## src/rtl/aes_job_arbiter.sv

```systemverilog
`default_nettype none
// ============================================================================
// Module      : aes_job_arbiter
// Description : Round-robin arbiter that shares one AES encrypt core and one
//               AES decrypt core among NREQ requesters. Each granted job is
//               loaded into the selected core and watched by a watchdog. The
//               result, or an error on timeout, is returned on a single
//               response channel that is tagged with the requester ID.
// Revision    : 1.0 - initial release
// ============================================================================
module aes_job_arbiter #(
  parameter int Nk      = 4,
  parameter int NREQ    = 4,
  parameter int IDW     = $clog2(NREQ),
  parameter int TIMEOUT = 64
) (
  input  logic                    clk,
  input  logic                    rst_n,
  input  logic [NREQ-1:0]         req_valid,
  output logic [NREQ-1:0]         req_ready,
  input  logic [NREQ-1:0]         req_mode,
  input  logic [128*NREQ-1:0]     req_data,
  input  logic [32*Nk*NREQ-1:0]   req_key,
  output logic                    resp_valid,
  input  logic                    resp_ready,
  output logic [IDW-1:0]          resp_id,
  output logic [127:0]            resp_data,
  output logic                    resp_err,
  output logic                    busy,
  output logic                    enc_load,
  output logic                    dec_load,
  output logic [127:0]            enc_pt,
  output logic [127:0]            dec_ct,
  output logic [32*Nk-1:0]        enc_key,
  output logic [32*Nk-1:0]        dec_key,
  input  logic [127:0]            enc_ct,
  input  logic [127:0]            dec_pt,
  input  logic                    enc_valid,
  input  logic                    dec_valid
);

  localparam int             KW       = 32 * Nk;
  localparam int             CW       = $clog2(TIMEOUT);
  localparam logic [CW-1:0]  CNT_LAST = CW'(TIMEOUT - 1);
  localparam logic [IDW-1:0] ID_LAST  = IDW'(NREQ - 1);

  typedef enum logic [1:0] {
    S_IDLE = 2'd0,
    S_LOAD = 2'd1,
    S_WAIT = 2'd2,
    S_RESP = 2'd3
  } state_t;

  state_t           state_q,    state_d;
  logic [IDW-1:0]   rr_q,       rr_d;
  logic [127:0]     job_data_q, job_data_d;
  logic [KW-1:0]    job_key_q,  job_key_d;
  logic             job_mode_q, job_mode_d;
  logic [IDW-1:0]   job_id_q,   job_id_d;
  logic [CW-1:0]    cnt_q,      cnt_d;
  logic [127:0]     rdata_q,    rdata_d;
  logic             rerr_q,     rerr_d;

  logic [IDW-1:0]   cand;
  logic [IDW-1:0]   gnt_id;
  logic             gnt_vld;
  logic             core_vld;
  logic [127:0]     core_res;

  // Round-robin search: scanning offsets from the top down lets the smallest
  // offset from rr_q overwrite the others, so no early exit is needed.
  always_comb begin
    gnt_vld = 1'b0;
    gnt_id  = '0;
    cand    = '0;
    for (int k = NREQ - 1; k >= 0; k--) begin
      cand = IDW'((int'(rr_q) + k) % NREQ);
      if (req_valid[cand]) begin
        gnt_vld = 1'b1;
        gnt_id  = cand;
      end
    end
  end

  // Only the core that owns the current job is observed.
  always_comb begin
    core_vld = job_mode_q ? dec_valid : enc_valid;
    core_res = job_mode_q ? dec_pt    : enc_ct;
  end

  // Next-state, job capture, watchdog and handshake outputs.
  always_comb begin
    state_d    = state_q;
    rr_d       = rr_q;
    job_data_d = job_data_q;
    job_key_d  = job_key_q;
    job_mode_d = job_mode_q;
    job_id_d   = job_id_q;
    cnt_d      = cnt_q;
    rdata_d    = rdata_q;
    rerr_d     = rerr_q;
    req_ready  = '0;
    enc_load   = 1'b0;
    dec_load   = 1'b0;

    case (state_q)
      S_IDLE: begin
        if (gnt_vld) begin
          req_ready[gnt_id] = 1'b1;
          job_data_d        = req_data[128*gnt_id +: 128];
          job_key_d         = req_key[KW*gnt_id +: KW];
          job_mode_d        = req_mode[gnt_id];
          job_id_d          = gnt_id;
          state_d           = S_LOAD;
        end
      end
      S_LOAD: begin
        enc_load = ~job_mode_q;
        dec_load = job_mode_q;
        cnt_d    = '0;
        state_d  = S_WAIT;
      end
      S_WAIT: begin
        // A result arriving on the last watchdog cycle still takes priority.
        if (core_vld) begin
          rdata_d = core_res;
          rerr_d  = 1'b0;
          state_d = S_RESP;
        end else if (cnt_q == CNT_LAST) begin
          rdata_d = '0;
          rerr_d  = 1'b1;
          state_d = S_RESP;
        end else begin
          cnt_d = cnt_q + 1'b1;
        end
      end
      S_RESP: begin
        if (resp_ready) begin
          rr_d    = (job_id_q == ID_LAST) ? '0 : job_id_q + 1'b1;
          state_d = S_IDLE;
        end
      end
      default: state_d = S_IDLE;
    endcase
  end

  // State and job registers; reset drops any in-flight job.
  always_ff @(posedge clk or negedge rst_n) begin
    if (!rst_n) begin
      state_q    <= S_IDLE;
      rr_q       <= '0;
      job_data_q <= '0;
      job_key_q  <= '0;
      job_mode_q <= 1'b0;
      job_id_q   <= '0;
      cnt_q      <= '0;
      rdata_q    <= '0;
      rerr_q     <= 1'b0;
    end else begin
      state_q    <= state_d;
      rr_q       <= rr_d;
      job_data_q <= job_data_d;
      job_key_q  <= job_key_d;
      job_mode_q <= job_mode_d;
      job_id_q   <= job_id_d;
      cnt_q      <= cnt_d;
      rdata_q    <= rdata_d;
      rerr_q     <= rerr_d;
    end
  end

  assign busy       = (state_q != S_IDLE);
  assign resp_valid = (state_q == S_RESP);
  assign resp_id    = job_id_q;
  assign resp_data  = rdata_q;
  assign resp_err   = rerr_q;
  assign enc_pt     = job_data_q;
  assign dec_ct     = job_data_q;
  assign enc_key    = job_key_q;
  assign dec_key    = job_key_q;

endmodule
`default_nettype wire

```

## config.mk

```make
export PLATFORM = sky130hd
export DESIGN_NAME = aes_job_arbiter
export DESIGN_NICKNAME = d
export VERILOG_FILES = /design/src/rtl/aes_job_arbiter.sv
export SDC_FILE = /design/constraint.sdc
export NUM_CORES = 1
export LEC_CHECK = 0
export ABC_AREA = 1
export CORE_AREA = 2 2 758 760
export CTS_CLUSTER_DIAMETER = 60
export CTS_CLUSTER_SIZE = 14
export DETAILED_ROUTE_END_ITERATION = 8
export DIE_AREA = 0 0 760 762
export GPL_TIMING_DRIVEN = 0
export PLACE_DENSITY_LB_ADDON = 0.3
export SLEW_MARGIN = 20
export SYNTH_ARGS = -nofsm -noshare
export SYNTH_HDL_FRONTEND = slang
export SYNTH_SLANG_ARGS = --single-unit
```

## constraint.sdc

```tcl
create_clock -name clk -period 4.6 [get_ports clk]
set_clock_uncertainty 0.05 [all_clocks]
set_input_delay 1.15 -clock clk [delete_from_list [all_inputs] [get_ports clk]]
set_output_delay 1.15 -clock clk [all_outputs]
set_load 0.01 [all_outputs]
```

Word-level counts from Yosys, hierarchy flattened

Index checks and enable logic that the tools add are counted.

Equality and inequality tests: 10
Shifts and indexed selects: 2
Add/sub/neg operators: 5
Muxes and demuxes: 39
Multipliers: 0
Bitwise logic cells: 1
Div/mod/pow operators: 0
Magnitude comparators: 6
Reductions and logical operators: 10

Operator list:

| kind                                                                                 | count |
|---|---|
| 512-bit by 10-bit indexed part select with 128-bit output                            | 2 |
| 128-bit two-way mux                                                                  | 3 |
| 2-bit two-way mux                                                                    | 9 |
| 2-bit by 3-bit < comparator with 1-bit output (second input constant)                | 5 |
| 1-bit two-way mux                                                                    | 15 |
| 6-bit two-way mux                                                                    | 2 |
| 6-bit one-hot mux with 2 select lines                                                | 1 |
| 1-bit binary-select mux with 2-bit select                                            | 5 |
| 4-bit two-way mux                                                                    | 2 |
| 2-bit one-hot mux with 4 select lines                                                | 1 |
| 6-bit by 1-bit adder with 6-bit output (second input constant)                       | 1 |
| 2-bit == test (second input constant)                                                | 3 |
| 6-bit == test (second input constant)                                                | 1 |
| 2-bit != test (second input constant)                                                | 3 |
| 2-bit AND reduction                                                                  | 3 |
| 3-bit AND reduction                                                                  | 2 |
| 2-bit nonzero test                                                                   | 3 |
| 2-bit by 1-bit adder with 2-bit output (second input constant)                       | 2 |
| 2-bit adder (second input constant)                                                  | 2 |
| 3-bit != test (second input constant)                                                | 1 |
| 1-bit demux with 2-bit select                                                        | 1 |
| 2-bit by 1-bit == test with 1-bit output (second input constant)                     | 1 |
| 2-bit by 1-bit greater-or-equal comparator with 1-bit output (second input constant) | 1 |
| 2-bit zero test                                                                      | 1 |
| other kinds (3)                                                                      | 3 |

Memories: 0
Memory bits (read-only): 0
Output and inout port bits: 651
Logic and storage cells: 82
Memory bits (writable): 0
Register bits after elaboration: 398
Bits in latches: 0

Longest topological paths before layout

Gate-level depths: netlist (run 1).

Depth after elaboration: 13
Depth in mapped cells: 15
Depth with buffers taken out: 13

Least setup slack after synthesis (run 1)

No wires, ideal clock.

Kind: input port to output port
Start: input req_valid[0]
End: output req_ready[2]
Setup slack: 994 ps
Cell stages on the path: 11
Arrival: 2,406 ps
Buffers on the path: 3
Required time: 3,400 ps
Cells stage by stage: inv_1 > o21ai_0 > nor2_1 > nand2_1 > nand2_1 > buf_4 > nor2_4 > buf_4 > buf_2 > inv_1 > nor2_1

Word-level cells in the longest chain between the ends: 12
Elaborated cells between the ends (all ways): 23

RTL lines:

| element                                                                                                                                             | line | text |
|---|---|---|
| from (decl)                                                                                                                                         | 19   | `input logic [NREQ-1:0] req_valid,` |
| 1-bit binary-select mux with 2-bit select                                                                                                           | 78   | `if (req_valid[cand]) begin` |
| 1-bit two-way mux (implied by the code)                                                                                                             | 78   |  |
| 2-bit two-way mux (4 in series)                                                                                                                     | 78   |  |
| 2-bit by 3-bit < comparator with 1-bit output (implied by the code) or 2-bit by 1-bit greater-or-equal comparator with 1-bit output (tied branches) | 109  | `req_ready[gnt_id] = 1'b1;` |
| 1-bit logical AND (implied by the code)                                                                                                             | 109  |  |
| 1-bit two-way mux (implied by the code)                                                                                                             | 109  |  |
| 1-bit demux with 2-bit select                                                                                                                       | 109  |  |
| 4-bit two-way mux (*)                                                                                                                               | 108  | `if (gnt_vld) begin` |
| 4-bit two-way mux (*)                                                                                                                               | 106  | `case (state_q)` |
| to (decl)                                                                                                                                           | 20   | `output logic [NREQ-1:0] req_ready,` |

Every way passes the cells marked *; elsewhere a longest branch is shown, timed or not. The select of a mux whose other input is x is not followed.

Final worst setup path (run 1)

Start: input req_valid[3]
End: output req_ready[2]

The elaborated chain is that of the path after synthesis.

==> flow_summary.toml, run 1 <==
[timing]
worst_pin_slew_ns = 1.203
setup_viol_count_final = 0
post-route-period-util = 0.9842
slew_headroom = 0.1979
fmax_ghz = 0.2209
worst_hold_slack_ns = 0.2284
setup_ws_ns = 0.07290
drv_slew = 0
timing.final.crit_period_ns = 4.527
rsz0062_at_grt = "false"
hold_viol = 0

[logic_synthesis]
synth.distinct_cells = 29
synth_top_family_by_area = "simple AND/OR/NAND/NOR gates"
synth-simple-area-share = 0.3120
syn-instance-count = 4416
ys.flop_type = "dfrtp_1"
yosys_register_bits = 398
async_flop_share = 1.000
synth_adder_area_share = 0.002603
synth-compound-area-share = 0.06698
synthMuxAreaShare = 0.04442
synth_edf_count = 0
syn-num-nets = 5715
syn_area_um2 = 28840
ys_seq_area_frac = 0.3453
synth.avg_cell_area_um2 = 6.532
yosys_warnings = 0
synth_xor_area_frac = 0.0003036

[clock_tree]
cts_buffers = 77
cts_sinks = 398
clk_latency_ns = 0.80
cts_tree = "done"
cts_hold_buf = 0
clockRootBuffer = "clkbuf_16"
h-tree-depth = 3
cts_buffer_depth = 4
cts.clk_slew.worst_paths_ns = 0.05

[cells_and_area]
drive_gt1_frac = 0.09692
finalInstanceArea_um2 = 61070
area_growth_pct = 111.7
nets = 7764
fin_cells = 14160

[placed_design]
hpwl_um = 367400
pre_cts_ws_ns = -2.656
place_area_um2 = 58070
gp_congestion = 0.9566
dp.cells = 13930
port_buffers = 1943

[die]
die_area_um2 = 579100
die_h_um = 762
ioPinCount = 1944
core_um2 = 571100
die_w_um = 760
initial_utilization = 0.05050
num_rows = 278

[global_routing]
antenna_found_initial = 354
grt_usage = 0.1354
grt_max_degree = 84
first_global_vias = 38530
grt_pass1_wl_um = 491300
grt_overflow = 0

[setup_path]
worstPathArrival_ns = 3.33
reg2reg_from = "rr_q[0]$_DFFE_PN0P_"
cp-end-kind = "primary output"
start_kind = "input pin"
worst_ep_required_time_ns = 3.40
critPathMaxFanout = 5
worst-r2r-cell-count = 13
reg2reg_slack_ns = 0.54
timing.rr.end = "dec_ct[13]$_DFFE_PN0P_"
path_class = "in -> out"

[route]
ant_nets = 0
firstDrtPassIters = 5
via_per_inst = 2.814
vias = 39860
wl_per_cell_um = 28.90
drt-total-wl_um = 409300
initialDrtViolationCount = 3241
drc_errors = 0

[power_and_ir_drop]
power.density_nw_per_um2 = 781.9
totalPowerFinal_mw = 47.75
vdd_drop_max_uv = 462.4
p_leak_nw = 26.93

[min_path]
hold_path_class = "in -> async"

[flow_run]
maxCapViolations = 0

[run_status]
status = "finished clean"
==> state kept, by name, indices dropped and copies added, names as in the netlist <==
register	count
state_q	2
rr_q	2
job_mode_q	1
resp_id	2
dec_key	128
dec_ct	128
cnt_q	6
resp_data	128
resp_err	1
==> critical path: stages <==
cell	delay, ns
clkdlybuf4s50_1	0.48
inv_1	0.07
o21ai_2	0.21
nand2_1	0.08
nand3_1	0.07
nand3_1	0.07
nand2_1	0.16
nand2_8	0.16
nor2_4	0.19
buf_12	0.13
buf_16	0.13
inv_2	0.06
nor2_2	0.09
buf_6	0.16
==> placed cells by master, fill, tap and decap left out, types with 3 or more instances in the layout <==
master           count
nand2_2              4
bufinv_16            5
ha_1                 6
buf_4              278
clkbuf_16           78
inv_2                3
clkbuf_8             7
buf_2              173
dfrtp_1            398
mux2i_1            128
clkdlybuf4s50_1   1936
nand2_8              3
nor2_1              16
nor2_2               3
diode_2             82
buf_12               6
clkinv_2            15
buf_1                3
o21ai_2              4
o211ai_1           157
clkinv_4             5
buf_6                6
nand2_1           1395
nand3_1            719
inv_6                9
buf_16              10
nor3_1               3
o21ai_0            130
inv_1              897
clkbuf_2             9
clkinvlp_4           6
clkbuf_1            84
a21oi_1              7
==> cell usage after synthesis (2+ instances only) <==
library cell	count	area, µm²
nand2_1	1399	5251
inv_1	898	3371
nand3_1	720	3603
dfrtp_1	398	9960
buf_4	263	1974
buf_2	177	885.9
o211ai_1	157	1179
o21ai_0	133	665.6
mux2i_1	128	1281
clkbuf_1	85	319.1
nor2_1	18	67.56
a21oi_1	7	35.03
ha_1	6	75.07
buf_1	5	18.77
nor3_1	4	20.02
inv_2	2	7.510
nand2_2	2	12.51
o21a_1	2	15.01
o31ai_1	2	15.01
==> report_power, final <==
| part | switching (mW) | leakage [nW] | internal (mW) | total, mW |
|---|---|---|---|---|
| sequential | 3.00 | 4.95 | 5.24 | 8.25 |
| clock | 2.47 | 1.23 | 3.51 | 5.98 |
| combinational | 21.8 | 20.8 | 11.7 | 33.5 |
| total | 27.3 | 26.9 | 20.4 | 47.8 |
==> per-stage QoR <==
stage / setup TNS [ns] / util
3_3_place_gp: -8404.64 / 0.1011
6_report: 0 / 0.1069
5_1_grt: 0 / 0.1067
4_1_cts: -0.02914 / 0.1066
2_1_floorplan: 0 / -
3_5_place_dp: -90.77 / 0.1017
==> layer usage <==
layer | vias to the layer above | GRT usage | part of all wire
met5 | - | 0 | 0.0019
met4 | 120 | 0.03567 | 0.032
met3 | 616 | 0.05287 | 0.10
met2 | 2516 | 0.2265 | 0.47
met1 | 19070 | 0.1610 | 0.40
li1 | 17530 | - | -
==> what timing repair did <==
action                     CTS  global route
pin swaps                    4             3
buffers inserted            17             0
gates cloned                 0             0
hold endpoints to repair     0             0
resized for setup           59             4
setup endpoints to repair   12             2
==> logic make-up (layout without fill, tap and decap cells) <==
logic type	count (synthesis)	count (layout)
xor+xnor	1	1
compound gates	304	304
other cells	0	82
fa+ha+maj	6	6
mux	128	128
buf+inv	1431	3536
flops	398	398
simple gates	2148	2148
==> final cells by class <==
| cell class | instances | area, µm² |
|---|---|---|
| antenna | 82 | 205.2 |
| buffer | 527 | 3298 |
| clock buffer | 93 | 2068 |
| clock inverter | 42 | 439.2 |
| fill | 66970 | 510100 |
| inverter | 900 | 3378 |
| multi-input combinational | 2587 | 12380 |
| sequential | 398 | 9960 |
| tap | 7560 | 9459 |
| timing repair buffer | 1974 | 19890 |
==> worst max path at each step <==
stage	start	end	slack, ns	cells after the start
after floorplan	req_valid[0]	req_ready[2]	0.99	11
after global placement	rst_n	resp_data[12]$_DFFE_PN0P_	-21.18	1
after detailed placement	req_valid[0]	req_ready[2]	-2.66	13
after CTS	req_valid[3]	req_ready[2]	-0.03	14
after global routing	req_valid[3]	req_ready[2]	0.006	14
final	req_valid[3]	req_ready[2]	0.07	14
Note: power is estimated with default switching activity, not from simulation.
==> run 2: changes to the inputs <==
- CTS_CLUSTER_DIAMETER: 60 -> 30
==> run 2 against run 1 <==
Compared with the run above:
- worst setup slack better by 0.029 ns
- non-clock buffer count down 4
- final area up 4.5%
- flip-flop and latch count unchanged
- critical endpoint is now req_ready[3]
- largest cell class unchanged
==> flow_summary.toml, run 2 (synthesis results as in run 1) <==
[run_status]
status = "finished clean"

[global_routing]
first_global_vias = 39420
antenna_found_initial = 359
grt_pass1_wl_um = 494000
grt_usage = 0.1359
grt_max_degree = 84
grt_overflow = 0

[route]
ant_nets = 0
firstDrtPassIters = 6
via_per_inst = 2.824
drc_errors = 0
drt-total-wl_um = 411200
vias = 40400
wl_per_cell_um = 28.74
initialDrtViolationCount = 3404

[die]
die_area_um2 = 579100
ioPinCount = 1944
num_rows = 278
die_w_um = 760
core_um2 = 571100
die_h_um = 762
initial_utilization = 0.05050

[cells_and_area]
nets = 7842
area_growth_pct = 121.2
drive_gt1_frac = 0.1127
layout_common_cells = "clkdlybuf4s50_1 (1,937), nand2_1 (1,394), inv_1 (898)"
mostFrequentLayoutCell = "clkdlybuf4s50_1"

[setup_path]
critPathMaxFanout = 5
worstPathArrival_ns = 3.30
cp-end-kind = "primary output"
reg2reg_from = "rr_q[0]$_DFFE_PN0P_"
start_kind = "input pin"
path_class = "in -> out"
crit_start = "req_valid[1]"
worst_ep_required_time_ns = 3.40

[timing]
worst_hold_slack_ns = 0.2164
worst_pin_slew_ns = 1.205
tns_ns = 0
drv_slew = 0
slew_headroom = 0.1966
setup_ws_ns = 0.1019
post-route-period-util = 0.9778
timing.final.crit_period_ns = 4.498
rsz0062_at_grt = "false"
hold_viol = 0
setup_viol_count_final = 0
fmax_ghz = 0.2223

[clock_tree]
cts.clk_slew.worst_paths_ns = 0.04
cts_hold_buf = 0
cts_buffers = 159
cts_tree = "done"
clk_latency_ns = 0.82
clockRootBuffer = "clkbuf_16"
cts_sinks = 398
cts_buffer_depth = 4
h-tree-depth = 4

[power_and_ir_drop]
totalPowerFinal_mw = 52.37
p_leak_nw = 28.28
power.density_nw_per_um2 = 820.8
vdd_drop_max_uv = 460.8

[placed_design]
gp_congestion = 0.9566
pre_cts_ws_ns = -2.656
port_buffers = 1943
hpwl_um = 367400

[flow_run]
maxCapViolations = 0

[min_path]
hold_path_class = "in -> async"
==> run 2: metal layers <==
metal,up-vias,GRT usage,share of wire
met2,2604,0.2261,0.46
li1,17730,-,-
met5,-,0,0.0018
met4,114,0.03932,0.035
met3,688,0.05359,0.11
met1,19260,0.1609,0.39
==> run 2: timing repair <==
| action | 4_1_cts | 5_1_grt |
|---|---|---|
| endpoints found under the hold margin | 0 | 0 |
| pin swaps | 5 | 5 |
| gates resized for setup | 56 | 1 |
| buffers inserted | 14 | 1 |
| endpoints found under the setup margin | 12 | 3 |
==> run 2: final timing paths <==
check                      slack (ns)  cells after the start                         to
setup / recovery                 0.10                     13               req_ready[3]
hold / removal                   0.22                      1     dec_ct[45]$_DFFE_PN0P_
setup reg to reg                 0.63                     13     dec_ct[18]$_DFFE_PN0P_
hold reg to reg                  0.43                      2  resp_data[17]$_DFFE_PN0P_
max in group asynchronous        2.35                      4  resp_data[12]$_DFFE_PN0P_
min in group clk                 0.43                      2  resp_data[17]$_DFFE_PN0P_
==> run 2: power breakdown <==
| part | internal (mW) | switching, mW | total, mW |
|---|---|---|---|
| Clock | 7.33 | 3.35 | 10.7 |
| Combinational | 11.7 | 21.7 | 33.4 |
| Sequential | 5.26 | 3.02 | 8.28 |
==> run 2: final cells by class <==
type	instances	area, µm²
well taps	7560	9459
multi-input cells	2587	12370
clock buffers	235	4726
clock inverters	47	523.0
inverters	900	3378
plain buffers	525	3298
repair buffers	1972	19880
fillers	66770	507300
diodes	82	205.2
flip-flops and latches	398	9960
==> run 2: worst max-delay path, stage by stage <==
cell and delay, ns:
clkdlybuf4s50_1 0.52, inv_1 0.08, o21ai_2 0.14, nor2_1 0.09
nand2_2 0.20, nand2_8 0.13, buf_12 0.17, inv_1 0.06
clkbuf_2 0.12, buf_12 0.15, nand2_2 0.10, nor2_1 0.10
clkdlybuf4s15_2 0.24
==> run 2: through the flow <==
stage          cell area, µm²  std cells  utilization
3_3_place_gp            57750      13920       0.1011
3_5_place_dp            58070      13930       0.1017
6_report                63800      14310       0.1117
4_1_cts                 63580      14220       0.1113
5_1_grt                 63670      14260       0.1115
2_1_floorplan           28840       4416            -
